## config.mk

```make
export PLATFORM = sky130hd
export DESIGN_NAME = mem_access_unit
export DESIGN_NICKNAME = d
export VERILOG_FILES = /design/src/rtl/mem_access_unit.sv
export SDC_FILE = /design/constraint.sdc
export NUM_CORES = 1
export LEC_CHECK = 0
export BUFFER_PORTS_ARGS = -buffer_cell sky130_fd_sc_hd__buf_2
export CORE_AREA = 2 2 215 217
export CTS_CLUSTER_DIAMETER = 80
export DETAILED_ROUTE_END_ITERATION = 7
export DIE_AREA = 0 0 217 219
export GPL_TIMING_DRIVEN = 0
export PLACE_DENSITY = 0.69
export SKIP_CTS_REPAIR_TIMING = 1
export SLEW_MARGIN = 25
export SYNTH_ARGS = -nofsm -noshare
export SYNTH_HDL_FRONTEND = slang
export SYNTH_SLANG_ARGS = --single-unit
export TNS_END_PERCENT = 50
```

## constraint.sdc

```tcl
create_clock -name clk -period 7.75 [get_ports clk]
set_clock_uncertainty 0.05 [all_clocks]
set_input_delay 1.55 -clock clk [delete_from_list [all_inputs] [get_ports clk]]
set_output_delay 1.55 -clock clk [all_outputs]
set_load 0.05 [all_outputs]
```

## src/rtl/mem_access_unit.sv

```systemverilog
// MEM stage of the rvseed pipeline: issues one load/store per instruction on a
// req/gnt/rvalid bus, aligns store data, extends load data and registers write-back.
module mem_access_unit #(
  parameter int XLEN    = 64,
  parameter int RADDR_W = 5
) (
  input  logic               clk,
  input  logic               rst_n,
  input  logic               in_valid,
  input  logic               in_reg_wen,
  input  logic [RADDR_W-1:0] in_reg_waddr,
  input  logic [XLEN-1:0]    in_alu_res,
  input  logic [XLEN-1:0]    in_st_data,
  input  logic               in_st_flag,
  input  logic [7:0]         in_wmask,
  input  logic [2:0]         in_ld_type,
  input  logic               in_ebreak,
  input  logic [XLEN-1:0]    in_pc,
  output logic               mem_stall,
  output logic               mem_req,
  output logic               mem_we,
  output logic [XLEN-1:0]    mem_addr,
  output logic [XLEN-1:0]    mem_wdata,
  output logic [7:0]         mem_wstrb,
  input  logic               mem_gnt,
  input  logic               mem_rvalid,
  input  logic [XLEN-1:0]    mem_rdata,
  output logic               wb_valid,
  output logic               wb_wen,
  output logic [RADDR_W-1:0] wb_waddr,
  output logic [XLEN-1:0]    wb_wdata,
  output logic               wb_ebreak,
  output logic [XLEN-1:0]    wb_pc,
  output logic               wb_misalign
);

  typedef enum logic [1:0] {
    IDLE = 2'd0,
    REQ  = 2'd1,
    WAIT = 2'd2
  } state_t;

  typedef enum logic [1:0] {
    SZ_B = 2'd0,
    SZ_H = 2'd1,
    SZ_W = 2'd2,
    SZ_D = 2'd3
  } size_t;

  state_t state_q, state_d;

  // Instruction fields captured when a bus access starts
  logic               lat_wen;
  logic [RADDR_W-1:0] lat_waddr;
  logic [XLEN-1:0]    lat_res;
  logic               lat_st;
  logic [2:0]         lat_ld_type;
  logic               lat_ebreak;
  logic [XLEN-1:0]    lat_pc;
  logic [XLEN-1:0]    lat_wdata;
  logic [7:0]         lat_wstrb;

  logic     is_mem;
  logic     misaligned;
  logic     mis_mem;
  logic     start_mem;
  logic     retire_direct;
  logic     retire_mem;
  size_t    acc_size;
  logic [XLEN-1:0] rd_shifted;
  logic [XLEN-1:0] load_val;

  assign is_mem        = in_st_flag | (in_ld_type != 3'd0);
  assign mis_mem       = is_mem & misaligned;
  assign start_mem     = (state_q == IDLE) & in_valid & is_mem & ~misaligned;
  assign retire_direct = (state_q == IDLE) & in_valid & ~(is_mem & ~misaligned);
  assign retire_mem    = (state_q == WAIT) & mem_rvalid;

  // Access size: popcount of the mask for stores, load type for loads
  always_comb begin
    // NOTE: every always_comb output gets a default first so no latch is inferred.
    acc_size   = SZ_B;
    misaligned = 1'b0;
    if (in_st_flag) begin
      case ($countones(in_wmask))
        2:       acc_size = SZ_H;
        4:       acc_size = SZ_W;
        8:       acc_size = SZ_D;
        default: acc_size = SZ_B;
      endcase
    end else begin
      case (in_ld_type)
        3'd2, 3'd6: acc_size = SZ_H;
        3'd3, 3'd7: acc_size = SZ_W;
        3'd4:       acc_size = SZ_D;
        default:    acc_size = SZ_B;
      endcase
    end
    case (acc_size)
      SZ_H:    misaligned = in_alu_res[0];
      SZ_W:    misaligned = |in_alu_res[1:0];
      SZ_D:    misaligned = |in_alu_res[2:0];
      default: misaligned = 1'b0;
    endcase
  end

  // Load data: pick the lane at the latched byte offset, then extend
  assign rd_shifted = mem_rdata >> {lat_res[2:0], 3'b000};

  always_comb begin
    load_val = rd_shifted;
    case (lat_ld_type)
      3'd1:    load_val = {{(XLEN-8){rd_shifted[7]}},   rd_shifted[7:0]};
      3'd2:    load_val = {{(XLEN-16){rd_shifted[15]}}, rd_shifted[15:0]};
      3'd3:    load_val = {{(XLEN-32){rd_shifted[31]}}, rd_shifted[31:0]};
      3'd5:    load_val = {{(XLEN-8){1'b0}},  rd_shifted[7:0]};
      3'd6:    load_val = {{(XLEN-16){1'b0}}, rd_shifted[15:0]};
      3'd7:    load_val = {{(XLEN-32){1'b0}}, rd_shifted[31:0]};
      default: load_val = rd_shifted;
    endcase
  end

  always_comb begin
    state_d   = state_q;
    mem_req   = 1'b0;
    mem_stall = start_mem;
    case (state_q)
      IDLE: if (start_mem) state_d = REQ;
      REQ: begin
        mem_req   = 1'b1;
        mem_stall = 1'b1;
        if (mem_gnt) state_d = WAIT;
      end
      WAIT: begin
        // Stall drops in the rvalid cycle so upstream advances as wb_* loads
        mem_stall = ~mem_rvalid;
        if (mem_rvalid) state_d = IDLE;
      end
      default: state_d = IDLE;
    endcase
  end

  always_ff @(posedge clk or negedge rst_n) begin
    // NOTE: sequential state uses non-blocking assignments only, so every
    // register samples pre-edge values regardless of statement order.
    if (!rst_n) state_q <= IDLE;
    else        state_q <= state_d;
  end

  always_ff @(posedge clk or negedge rst_n) begin
    // NOTE: every register here is reset explicitly because the bus outputs
    // are driven straight from them and must read 0 out of reset.
    if (!rst_n) begin
      lat_wen     <= 1'b0;
      lat_waddr   <= '0;
      lat_res     <= '0;
      lat_st      <= 1'b0;
      lat_ld_type <= 3'd0;
      lat_ebreak  <= 1'b0;
      lat_pc      <= '0;
      lat_wdata   <= '0;
      lat_wstrb   <= 8'h00;
    end else if (start_mem) begin
      lat_wen     <= in_reg_wen;
      lat_waddr   <= in_reg_waddr;
      lat_res     <= in_alu_res;
      lat_st      <= in_st_flag;
      lat_ld_type <= in_ld_type;
      lat_ebreak  <= in_ebreak;
      lat_pc      <= in_pc;
      lat_wdata   <= in_st_data << {in_alu_res[2:0], 3'b000};
      lat_wstrb   <= in_wmask << in_alu_res[2:0];
    end
  end

  assign mem_we    = lat_st;
  assign mem_addr  = {lat_res[XLEN-1:3], 3'b000};
  assign mem_wdata = lat_wdata;
  assign mem_wstrb = lat_wstrb;

  always_ff @(posedge clk or negedge rst_n) begin
    if (!rst_n) begin
      wb_valid    <= 1'b0;
      wb_wen      <= 1'b0;
      wb_waddr    <= '0;
      wb_wdata    <= '0;
      wb_ebreak   <= 1'b0;
      wb_pc       <= XLEN'(64'h8000_0000);
      wb_misalign <= 1'b0;
    end else begin
      wb_valid <= retire_direct | retire_mem;
      if (retire_direct) begin
        wb_wen      <= in_reg_wen & ~mis_mem;
        wb_waddr    <= in_reg_waddr;
        wb_wdata    <= in_alu_res;
        wb_ebreak   <= in_ebreak;
        wb_pc       <= in_pc;
        wb_misalign <= mis_mem;
      end else if (retire_mem) begin
        wb_wen      <= lat_wen;
        wb_waddr    <= lat_waddr;
        wb_wdata    <= lat_st ? lat_res : load_val;
        wb_ebreak   <= lat_ebreak;
        wb_pc       <= lat_pc;
        wb_misalign <= 1'b0;
      end
    end
  end

endmodule

```

==> run summary, run 1 <==
Outcome = finished, final reports clean
Vias/cell = 5.72
Reg2Reg Depth = 9
Slew Viols, Final = 0
Tot Pwr = 12.3 mW
GRT Util Overall = 32.4%
Initial core utilization = 43.8%
Layout fillers = 4127
Total of max-cap violations = 0
Largest net degree at the start of global routing = 90
Final worst setup slack = 0.380 ns
Drt first pass iters = 5
Crit path time final = 7.37 ns
Leak pwr = 12.0 nW
Clk slew on worst S/H paths = 0.05 ns
Post-Syn Area = 19800 µm²
Arrival @ worst endpoint = 5.77 ns
TritonCTS clock tree = built
Hold Path Class = flop to flop
Routed Antenna Nets = 0
Area of the multi-input gates = 9830 µm²
Normalized max-slew margin = 30.3%
Die area = 47500 µm²
Drt drc = 0
Sink Count = 350
First-pass GRT wire length = 115000 µm
Grt total ovfl = 0
Max Root-Sink Buffers = 3
Crit share post-route = 95.1%
Post-Synthesis Cells = 1895
Fraction of registers with async set/reset = 100%
Clock H-tree levels = 2
Pre-CTS WS = 0.122 ns
Total CTS buffers = 41
Met2 Track Usage GR = 54.0%
M1 GR Usage = 40.2%
Num ports = 556
Routed WL = 79100 µm
Initial antenna violation count = 18
Most common cell after layout, fill and taps aside = buf_2
Number of flops mapped to enable cells by yosys = 0
Register area share after synthesis = 44.3%
Routability cong. = 0.980
Worst-Skew Late Latency = 0.58 ns
Routed via count = 17.9k
Floorplan die height = 219 µm
Critical path type = input port to output pin
#FFs+latches synth = 350
Peak VDD IR = 0.462 mV
DP Wirelength = 61200 µm
Post-synth top area cell = dfrtp_1
Power density over the cells = 495 nW/µm²
Row count = 78
Worst hold margin = 0.447 ns
Setup Viol. Count Final = 0
Register area = 8760 µm²
Cell variety after synth = 59
Wirelength per Cell = 25.2 µm
Core area = 45100 µm²
Vias in the first global route = 18.1k
Yosys top cell area share = 44.2%
GR peak layer = met2
Max frequency = 136 MHz
Ranking of synthesized cells by area = dfrtp_1, mux2_2, mux2i_1, nand2_1, o21ai_0
Synthesis warning total = 0
Met3 GRT Util = 7.71%
Clock root cell = clkbuf_16
Startpoint Class = input port
Primary FF master, synth = dfrtp_1
Worst slew pin tran = 1.04 ns
Initial DRC count = 1451
RSZ-0062 raised after global routing = no
Share of layout cells above drive strength 1 = 44.0%
Endpoint type of the worst setup path = output pin
Critical Path Fanout Max = 12
Die width = 217 µm
Syn Area/Cell = 10.4 µm²
Final hold vios = 0
Worst EP required = 6.15 ns
Hold Crit Depth = 1
Nets = 2785
Most frequent cells in the layout = buf_2, dfrtp_1, mux2_2
Area grow syn2layout = 25.6%
I/O Buffers = 551
[Yosys cell counts, types with 3 or more instances]
master     count
buf_2         45
mux4_2        16
mux2i_1      118
a22oi_1       20
nand2b_1       8
a2bb2oi_1      3
o211ai_1      11
buf_1         12
a221oi_1       4
buf_6          5
fa_1           4
mux2_2       342
o22ai_1       10
nor3_1         4
o21ai_0      153
ha_1           7
and3_1        11
nand3_1       20
o221ai_1       4
o31ai_1       21
a21boi_0       3
buf_4         68
nor2_1        61
nand2_1      273
clkbuf_1      78
nor2b_1        7
or3_1         48
dfrtp_1      349
inv_1         16
nand3b_1       5
or2_2          3
a211oi_1       9
a21oi_1      124
[metrics by stage]
step                      area (µm²)  setup TNS [ns]  utilization (%)  cells
after detailed placement       23400               0             51.9   3052
after global placement         23300         -562.56             51.6   3048
final                          24800               0             55.0   3134
after global routing           24800               0             55.0   3131
after floorplan                19800               0                -   1897
after CTS                      24800               0             55.0   3122
[final timing paths]
check                                     startpoint                         to  slack [ns]
setup / recovery                         in_wmask[0]                  mem_stall        0.38
hold / removal             mem_wdata[29]$_DFFE_PN0P_  mem_wdata[29]$_DFFE_PN0P_        0.45
setup reg to reg              state_q[0]$_DFFE_PN0P_   wb_wdata[36]$_DFFE_PN0P_        4.39
hold reg to reg            mem_wdata[29]$_DFFE_PN0P_  mem_wdata[29]$_DFFE_PN0P_        0.45
max in group asynchronous                      rst_n      wb_pc[31]$_DFFE_PN1P_        5.20
min in group asynchronous                      rst_n    lat_res[23]$_DFFE_PN0P_        0.81
[final cells by class]
cell class	count	share of cell area, %
antenna	13	0.131
buffer	207	4.54
clock buffer	55	4.67
clock inverter	15	0.867
inverter	17	0.257
multi-input combinational	1322	39.6
sequential	350	35.3
tap	600	3.03
timing repair buffer	555	11.6
[layer usage]
metal  share of wire [%]  vias up  wire length [µm]
li1                    -     7898                 -
met1                  39     9000             31000
met2                  48      840             38000
met3                 8.4      180              6660
met4                 4.3       10              3410
met5               0.068        -                54
[sequential cells by signal, indices dropped and copies added, names as in the netlist]
register / flops
wb_ebreak: 1
lat_wen: 1
wb_pc: 64
lat_ld_type: 3
wb_valid: 1
lat_res: 64
lat_ebreak: 1
lat_waddr: 5
wb_misalign: 1
wb_wen: 1
wb_wdata: 64
mem_we: 1
lat_pc: 64
state_q: 2
mem_wstrb: 8
mem_wdata: 64
wb_waddr: 5
[cell families (layout without fill, tap and decap cells)]
logic type | count (synthesis) | after routing | synth area share [%]
AO/OA/AOI/OAI | 377 | 377 | 11.1
XOR/XNOR | 1 | 1 | 0.0443
adder cells (fa/ha/maj) | 11 | 11 | 0.848
buffers and inverters | 225 | 849 | 6.04
flip-flops | 350 | 350 | 44.3
multiplexers | 478 | 478 | 27.4
other | 1 | 16 | 0.0190
AND/OR/NAND/NOR | 452 | 452 | 10.2
[power breakdown]
part           switching [mW]  internal [mW]  leakage [nW]
combinational            4.78           2.26          7.02
clock                   0.817           1.19         0.675
sequential              0.546           2.71          4.29
total                    6.14           6.15          12.0
[worst max-delay path, stage by stage]
cell       delay, ns
buf_2           0.16
fa_1            0.55
inv_1           0.05
fa_1            0.44
fa_1            0.48
inv_1           0.04
ha_1            0.20
fa_1            0.56
nor4b_1         0.29
and3_1          0.21
o31ai_1         0.13
o2bb2ai_4       0.35
nand2_2         0.22
o21ai_0         0.20
buf_2           0.32
No activity file was read; power rests on OpenSTA's default activity.
==> run 2: changes to the inputs <==
- CORE_AREA: 2 2 215 217 -> 2 2 219 221
- DIE_AREA: 0 0 217 219 -> 0 0 221 223
- PLACE_DENSITY: 0.69 -> unset
- PLACE_DENSITY_LB_ADDON: unset -> 0.08
- clock period: 7.75 -> 6.2 ns (I/O delays scaled with it)
==> run summary, run 2 (synthesis results as in run 1) <==
Top Family by Delay on Critical Path = adder cells
Normalized max-slew margin = 29.9% (-0.33 points)
Endpoint type of the worst setup path = output pin
Worst slew pin tran = 1.04 ns (+0.00651 ns)
Initial core utilization = 41.9% (-1.9 points)
Crit share post-route = 103%
Largest net degree at the start of global routing = 88 (-2.2%)
Wirelength per Cell = 25.5 µm (+1.2%)
GRT Util Overall = 31.9% (-0.50 points)
CP bufs+invs = 5 (+1)
Leak pwr = 12.0 nW (+0.30%)
Routed WL = 80600 µm (+1.8%)
Final worst setup slack = -0.174 ns (-0.554 ns)
Total of max-cap violations = 0 (unchanged)
Floorplan die height = 223 µm (+1.8%)
Design area = 25000 µm² (+0.62%)
R2r setup slk = 2.79 ns (-1.60 ns)
Initial DRC count = 1236 (-15%)
Placed cell count = 3067 (+0.49%)
Critical Path Fanout Max = 5 (-7)
Share of layout cells above drive strength 1 = 44.6% (+0.54 points)
First-pass GRT wire length = 118000 µm (+3.0%)
Sink Count = 350 (unchanged)
Core area = 47100 µm² (+4.6%)
Max frequency = 157 MHz
Layout fillers = 4398 (+6.6%)
Drt drc = 0 (unchanged)
Most common cell after layout, fill and taps aside = buf_2
Clock H-tree levels = 2 (unchanged)
CP Cell Sequence = buf_8 -> fa_1 -> inv_2 -> fa_1 -> fa_1 -> inv_2 -> ha_4 -> fa_2 -> nand4bb_1 -> mux2i_2 -> o221a_2 -> o2bb2ai_4 -> nand2_2 -> buf_6 -> o21ai_4 -> buf_6
Layout Cells excl Fill = 3154 (+0.64%)
I/O Buffers = 551 (unchanged)
Tot Pwr = 15.3 mW (+25%)
Final hold vios = 0 (unchanged)
Num ports = 556 (unchanged)
Most frequent cells in the layout = buf_2, dfrtp_1, mux2_2
Critical path's most frequent cell = fa_1
Vias in the first global route = 18.0k (-0.42%)
Slew Viols, Final = 0 (unchanged)
Routed Antenna Nets = 0 (unchanged)
Grt total ovfl = 0 (unchanged)
Area of the multi-input gates = 9920 µm² (+0.92%)
Total CTS buffers = 42 (+2.4%)
Pre-CTS WS = -0.607 ns (-0.729 ns)
Failing checks = setup timing
Initial antenna violation count = 9 (-9)
Max incr delay on CP = 0.61 ns (+0.05 ns)
Clk slew on worst S/H paths = 0.06 ns (about the same)
Clock root cell = clkbuf_16
TritonCTS clock tree = built
Worst-Skew Late Latency = 0.59 ns (about the same)
Post-DP Area = 23400 µm² (+0.19%)
Hold Path Class = flop to flop
Outcome = complete, but fails checks
Peak VDD IR = 0.526 mV (+14%)
Routed via count = 17.7k (-1.0%)
Crit path time final = 6.37 ns
Arrival @ worst endpoint = 5.08 ns (-0.69 ns)
Setup Viol. Count Final = 1 (+1)
Worst EP required = 4.91 ns (-1.24 ns)
Nets = 2793 (+0.29%)
Power density over the cells = 614 nW/µm² (+24%)
Die area = 49300 µm² (+3.7%)
Die width = 221 µm (+1.8%)
CP max-delay cell = fa_2
Startpoint Class = input port
DP Wirelength = 62400 µm (+1.9%)
Max Root-Sink Buffers = 3 (unchanged)
Area grow syn2layout = 26.4%
Vias/cell = 5.63 (-1.6%)
Register area = 8760 µm² (unchanged)
Critical path type = input port to output pin
RSZ-0062 raised after global routing = yes
Routability cong. = 0.990 (+0.94%)
Final core utilization = 53.0% (-2.1 points)
Drt first pass iters = 7 (+2)
Row count = 80 (+2.6%)
run 2: cell types whose count changed in the layout (fill, tap and decap cells not counted), moves of 4 or more:
cell      change
buf_2         -4
clkbuf_1      +4
buf_6         +4
buf_4         +6
diode_2       -5
run 2: worst paths after layout:
path                                     startpoint                        end  cells after the start
max                                     in_wmask[3]                  mem_stall                     16
min                        mem_wdata[6]$_DFFE_PN0P_   mem_wdata[6]$_DFFE_PN0P_                      2
max reg2reg                  state_q[0]$_DFFE_PN0P_   wb_wdata[11]$_DFFE_PN0P_                      9
min reg2reg                mem_wdata[6]$_DFFE_PN0P_   mem_wdata[6]$_DFFE_PN0P_                      2
max in group asynchronous                     rst_n  mem_wdata[46]$_DFFE_PN0P_                      3
min in group asynchronous                     rst_n    lat_res[41]$_DFFE_PN0P_                      1
run 2: cell type report:
class                           instances  area share, %
Antenna cell                            8         0.0802
Buffer                                208           4.56
Clock buffer                           60           4.76
Clock inverter                         13          0.636
Inverter                               17          0.256
Multi-Input combinational cell       1322           39.7
Sequential cell                       350           35.1
Tap cell                              615           3.08
Timing Repair Buffer                  561           11.8
run 2: report_power, final:
part,internal (mW),switching [mW],total (mW)
Clock,1.42,1.02,2.44
Combinational,2.86,6.00,8.87
Sequential,3.38,0.637,4.02
run 2: routing by layer:
| metal | global-route usage [%] | up-vias | part of all wire [%] |
|---|---|---|---|
| met5 | 0 | - | 0.042 |
| met4 | 10.9 | 6 | 3.6 |
| met3 | 7.43 | 150 | 7.2 |
| met2 | 53.8 | 758 | 49 |
| met1 | 40.4 | 8908 | 41 |
| li1 | - | 7923 | - |
run 2: tightest hold or removal path, stage by stage, from the launching register on:
cell	delay (ns)
dfrtp_1	0.33
o21ai_0	0.07
o21ai_0	0.07
run 2: metrics by stage:
stage,hold slack (ns),TNS [ns]
6_report,0.449,-0.174
5_1_grt,0.464,-0.285
4_1_cts,0.452,-0.607
3_5_place_dp,0.439,-13.80
3_3_place_gp,0.435,-1131.68
2_1_floorplan,0.429,0
